$ cat config.mk
export PLATFORM = sky130hd
export DESIGN_NAME = stim_sweep_capture
export DESIGN_NICKNAME = d
export VERILOG_FILES = /design/src/rtl/stim_sweep_capture_pkg.sv /design/src/rtl/stim_sweep_capture_misr.sv /design/src/rtl/stim_sweep_capture.sv
export SDC_FILE = /design/constraint.sdc
export NUM_CORES = 1
export LEC_CHECK = 0
export CORE_AREA = 3 3 60 62
export CTS_CLUSTER_DIAMETER = 40
export DETAILED_ROUTE_END_ITERATION = 8
export DIE_AREA = 0 0 63 65
export PLACE_DENSITY = 0.75
export SETUP_SLACK_MARGIN = 0.2
export SLEW_MARGIN = 20
export SYNTH_ARGS = -nofsm -noshare
export SYNTH_HDL_FRONTEND = slang
export SYNTH_SLANG_ARGS = --single-unit
$ cat constraint.sdc
create_clock -name CK -period 2.2 [get_ports CK]
set_clock_uncertainty 0.15 [all_clocks]
set_input_delay 0.33 -clock CK [delete_from_list [all_inputs] [get_ports CK]]
set_output_delay 0.33 -clock CK [all_outputs]
set_load 0.01 [all_outputs]
$ cat src/rtl/stim_sweep_capture_pkg.sv
// Shared state encoding, mode constants and MISR update for the stimulus sweeper.
// Combinational helpers only; no latency or flow control of its own.
package sweep_pkg;

   typedef enum logic [1:0] {IDLE, APPLY, EMIT, DONE} state_t;

   localparam logic MODE_STREAM = 1'b0;
   localparam logic MODE_SIG    = 1'b1;

   // Carried in 32 bits so one function serves every signature width; only the low w bits matter.
   function automatic logic [31:0] misr_step(input logic [31:0] sig, input logic [31:0] data,
                                             input logic [31:0] poly, input int w);
      logic [31:0] mask;
      logic        msb;
      mask = (w >= 32) ? 32'hFFFF_FFFF : ((32'd1 << w) - 32'd1);
      msb  = ((sig >> (w - 1)) & 32'd1) != 32'd0;
      return ((sig << 1) ^ (msb ? poly : 32'd0) ^ data) & mask;
   endfunction

endpackage

$ cat src/rtl/stim_sweep_capture_misr.sv
// Multiple-input signature register: reloads SEED on load, folds data in on en.
// One cycle per update; no backpressure, the sweeper decides when en fires.
module sweep_misr
   import sweep_pkg::*;
#(
   parameter int               SIG_W = 16,
   parameter logic [SIG_W-1:0] POLY  = 16'h1021,
   parameter logic [SIG_W-1:0] SEED  = '0
) (
   input  logic             CK,
   input  logic             reset,
   input  logic             load,
   input  logic             en,
   input  logic [SIG_W-1:0] data,
   output logic [SIG_W-1:0] sig
);

   logic [SIG_W-1:0] sig_nxt;

   assign sig_nxt = SIG_W'(misr_step(32'(sig), 32'(data), 32'(POLY), SIG_W));

   always_ff @(posedge CK) begin
      if (!reset) begin
         sig <= SEED;
      end else if (load) begin
         sig <= SEED;
      end else if (en) begin
         sig <= sig_nxt;
      end
   end

endmodule

$ cat src/rtl/stim_sweep_capture.sv
// Exhaustive stimulus sweeper: applies every IN_W-bit vector, samples the response after SETTLE cycles.
// Stream mode holds each record until rec_valid&&rec_ready; signature mode runs at SETTLE cycles/vector.
module stim_sweep_capture
   import sweep_pkg::*;
#(
   parameter int               IN_W   = 3,
   parameter int               OUT_W  = 1,
   parameter int               SETTLE = 1,
   parameter int               SIG_W  = 16,
   parameter logic [SIG_W-1:0] POLY   = 16'h1021,
   parameter logic [SIG_W-1:0] SEED   = '0
) (
   input  logic             CK,
   input  logic             reset,
   input  logic             start,
   input  logic             mode,
   output logic [IN_W-1:0]  dut_in,
   input  logic [OUT_W-1:0] dut_out,
   output logic             rec_valid,
   input  logic             rec_ready,
   output logic [IN_W-1:0]  rec_vec,
   output logic [OUT_W-1:0] rec_resp,
   output logic [SIG_W-1:0] signature,
   output logic             busy,
   output logic             done
);

   localparam int              CNT_W    = (SETTLE > 1) ? $clog2(SETTLE) : 1;
   localparam logic [CNT_W-1:0] CNT_LAST = CNT_W'(SETTLE - 1);
   localparam logic [IN_W:0]    VEC_LAST = {1'b0, {IN_W{1'b1}}};
   localparam logic [IN_W:0]    VEC_ONE  = 1;

   state_t           state;
   logic [IN_W:0]    vec;
   logic [IN_W:0]    vec_inc;
   logic [CNT_W-1:0] cnt;
   logic             mode_q;
   logic             sample;
   logic             misr_load;
   logic             misr_en;
   logic [SIG_W-1:0] misr_data;

   assign vec_inc   = vec + VEC_ONE;
   assign sample    = (state == APPLY) && (cnt == CNT_LAST);
   assign misr_load = (state == IDLE) && start;
   assign misr_en   = sample && (mode_q == MODE_SIG);
   assign misr_data = SIG_W'({vec[IN_W-1:0], dut_out});

   always_ff @(posedge CK) begin
      if (!reset) begin
         state     <= IDLE;
         vec       <= '0;
         cnt       <= '0;
         mode_q    <= MODE_STREAM;
         dut_in    <= '0;
         rec_valid <= 1'b0;
         rec_vec   <= '0;
         rec_resp  <= '0;
         busy      <= 1'b0;
         done      <= 1'b0;
      end else begin
         done <= 1'b0;
         unique case (state)
            IDLE: begin
               if (start) begin
                  state  <= APPLY;
                  vec    <= '0;
                  cnt    <= '0;
                  mode_q <= mode;
                  busy   <= 1'b1;
                  dut_in <= '0;
               end
            end
            APPLY: begin
               if (cnt != CNT_LAST) begin
                  cnt <= cnt + CNT_W'(1);
               end else begin
                  cnt      <= '0;
                  rec_vec  <= vec[IN_W-1:0];
                  rec_resp <= dut_out;
                  if (mode_q == MODE_STREAM) begin
                     state     <= EMIT;
                     rec_valid <= 1'b1;
                  end else if (vec == VEC_LAST) begin
                     state  <= DONE;
                     done   <= 1'b1;
                     busy   <= 1'b0;
                     dut_in <= '0;
                  end else begin
                     vec    <= vec_inc;
                     dut_in <= vec_inc[IN_W-1:0];
                  end
               end
            end
            EMIT: begin
               // Record, vector and stimulus stay frozen until the consumer takes the record.
               if (rec_ready) begin
                  rec_valid <= 1'b0;
                  if (vec == VEC_LAST) begin
                     state  <= DONE;
                     done   <= 1'b1;
                     busy   <= 1'b0;
                     dut_in <= '0;
                  end else begin
                     state  <= APPLY;
                     vec    <= vec_inc;
                     dut_in <= vec_inc[IN_W-1:0];
                  end
               end
            end
            DONE: begin
               state <= IDLE;
            end
         endcase
      end
   end

   sweep_misr #(
      .SIG_W (SIG_W),
      .POLY  (POLY),
      .SEED  (SEED)
   ) u_misr (
      .CK    (CK),
      .reset (reset),
      .load  (misr_load),
      .en    (misr_en),
      .data  (misr_data),
      .sig   (signature)
   );

endmodule

==> results <==
- The largest incremental delay on the critical path is 0.53 ns.
- The share of the clock period used by the worst path after layout is 88.6%.
- The number of synthesized register bits is 33.
- With fillers left out, the area of the finished cells amounts to 0.00189 mm².
- The die span in y is 65 µm.
- The number of cells on the worst reg-to-reg path is 6.
- The buffer type at the clock tree root is clkbuf_4.
- The category of the worst setup path capture point is a register.
- At the placement stage, the worst setup path has a slack of 0.160 ns.
- The total congestion overflow after global routing is 0.
- The placer's final routability congestion estimate is 0.798.
- The first detailed-routing pass ran for 4 iterations.
- The worst hold margin is 0.314 ns.
- The overall die width is 63 µm.
- The final number of hold-violating endpoints was 0.
- In this run the cell area measured after placement is 0.00179 mm².
- The synthesized netlist occupies a cell area of 0.00153 mm².
- The flow ran to the end, and the final reports show no timing, DRC or antenna violations.
- The class of the worst hold path is register to register.
- The worst-path maximum fanout is 7.
- Counting both buffers and inverters, the worst setup path holds a total of 1.
- The count of nets left with antenna violations once routing finished came out at 0.
- Entering global routing, the biggest net connects 24 pins.
- The fraction of the yosys area taken by sequential cells is 43.3%.
- Cells fill 61.3% of the core in the end.
- The highest-delay cell along the critical path is or4_4.
- At the pin with the least slew margin, the transition time is 0.512 ns.
- For this block, the initial DRC count from the detailed router was 76.
- Measured against its own limit, the worst slew margin works out to 65.8%.
- After detailed routing, the number of remaining DRC violations is 0.
- The total number of vias is 1248.
- The synthesized area per cell is 8.77 µm².
- In this run the register-to-register setup slack is 0.25 ns.
- IR analysis of the VDD net gives a maximum drop of 0.000741 V.
- In this run the count of I/O pins placed on the die edge is 32.
- The number of buffers added by the clock tree synthesis step is 5.
- The average detailed-routed wire length per instance is 13.1 µm.
- Along the worst hold path, the cell count comes to 2.
- The first-pass GRT wire length is 5.34 mm.
- The critical path data required time is 2.32 ns.
- The launching element type of the critical path is a register.
- The initial utilization of the core area, before any placement, comes to 49.6%.
- The total area inside the core boundary comes to 0.00308 mm².
- The most common cell after layout, fill and taps aside is nand2_1.
- The leakage dissipation is 0.000647 µW.
- The initialized floorplan defines 20 standard-cell rows.
- After detailed routing, the number of vias per cell comes to 5.14.
- The number of antenna violations at the first check in global routing is 0.
- The power density of the placed cells is 1030 mW/mm².
- The maximum clock insertion buffer count is 2.
- The wire length reported by the detailed router is 3.19 mm.
- The arrival time reported for the critical path endpoint is 2.07 ns.
- Clock latency on the worst-skew pair, taken at its later pin, is 0.33 ns.
- The sink count of the clock tree is 33.
- Static timing analysis puts the maximum clock frequency at 513 MHz.
- The count of different cell masters after synthesis is 34.
- For this design, the CTS-stage hold fixing added 0 buffers.
- The CTS tree is built.
- The count of pins over their slew limit came to 0.
- The clock input transition at the sequential cells of the worst setup and hold paths is 0.10 ns.
- The number of maximum-capacitance violations is 0.
- The detailed-placement wirelength estimate is 2.27 mm.
- The total number of nets in the final design is 210.
- The fraction of final layout cells with drive strength greater than 1 is 12.1%.
- The area growth from synthesis to final layout is 23.7%.
- The signal on the critical path passes through inv_1 > ha_1 > or2b_2 > nand4b_4 > or4_4 > a21oi_2.
- The clock period minus worst slack is 1.95 ns.
- The kind of cell adding the most delay to the critical path is simple AND/OR/NAND/NOR gates.
- The floorplan step defined a die boundary enclosing 0.00410 mm².
- The via count of the first global-routing pass is 1129.
- Buffers placed on the I/O ports in this run total 31.
- Setup repair after global routing left no endpoint under its margin.
- The combined global-route utilization of all metal layers is 16.8%.
- Leaving out fill and tap cells, the most frequent cells in the layout are 33 x nand2_1, 31 x dfxtp_1, 31 x clkdlybuf4s50_1.
- In this run the number of cells on the critical path is 6.
- In the synthesized netlist, the number of instances is 174.
- Synthesis produced a netlist with a net count of 186.
- The number of H-tree branching levels is 2.
- The final worst-path setup slack is 0.251 ns.
- By startpoint and endpoint, the worst setup path is classified as register to register.
- The antenna diode count is 0.
- The final setup TNS is 0 ns.
- The number of warning messages in the yosys log is 0.
- The number of endpoints failing setup at the final stage is 0.
-- what timing repair did --
action                     in CTS  in global routing
setup endpoints to repair       1                 13
gates resized for setup         1                  4
setup buffers                   0                  1
-- stage by stage --
step	std cells	power, µW
4_1_cts	242	1920
3_3_place_gp	234	1420
6_report	243	1950
5_1_grt	243	2080
3_5_place_dp	234	1450
2_1_floorplan	174	1280
-- state kept, by name, indices dropped and copies added, names as in the netlist --
name	count
rec_vec	3
done	1
state	2
vec	4
mode_q	1
u_misr.sig	16
busy	1
rec_valid	1
rec_resp	1
dut_in	3
-- power by group --
group	switching (µW)	internal, µW
clock network	205	271
registers	71.5	674
logic	391	338
-- worst paths after layout --
check,from,endpoint
max reg2reg,state[0],dut_in[0]
min,dut_in[1],dut_in[1]
min reg2reg,dut_in[1],dut_in[1]
max,state[0],dut_in[0]
-- synthesized netlist by cell type (all sizes together) --
cell     count  area, µm²
dfxtp       33        661
nand2       33        124
a21oi       20        104
buf         14        110
nor2        12       45.0
a211oi       6       45.0
ha           6       75.1
nand3        6       30.0
xnor2        6       52.6
clkbuf       4       15.0
inv          4       15.0
mux2i        4       40.0
o21ai        4       20.0
nor3         3       15.0
nand4        2       12.5
o22ai        2       18.8
or2b         2       17.5
a2111oi      1       8.76
a22oi        1       7.51
and2         1       7.51
and3         1       6.26
and3b        1       8.76
and4b        1       11.3
nand2b       1       8.76
nand3b       1       7.51
nand4b       1       23.8
o211ai       1       7.51
o32ai        1       8.76
or4          1       11.3
xor2         1       8.76
-- layer usage --
metal	global-route usage (%)	wire length, µm
met1	20.6	1520
met2	25.7	1440
met3	7.45	189
met4	6.89	45
met5	0	0
-- final cells by class --
type	count	area [µm²]
repair buffers	35	340
clock buffers	7	55.1
inverters	4	15.0
flip-flops and latches	33	663
well taps	44	55.1
clock inverters	1	30.0
multi-input cells	119	729
fillers	284	1190
-- cells by family (layout without fill, tap and decap cells) --
family,count (synthesis),count (layout),synth area share [%]
compound gates,36,36,14.4
xor+xnor,7,7,4.02
fa+ha+maj,6,6,4.92
buf+inv,22,47,9.18
flops,33,33,43.3
mux,4,4,2.62
simple gates,66,66,21.6
-- worst reg2reg max path, delay by kind of cell (launching register included) --
kind,cells,cell delay [ns]
AOI/OAI and AO/OA,1,0.14
adders and majority gates,1,0.24
and+or+nand+nor,3,0.90
buffers and inverters,1,0.10
DFF,1,0.36
No activity file was read; power rests on OpenSTA's default activity.
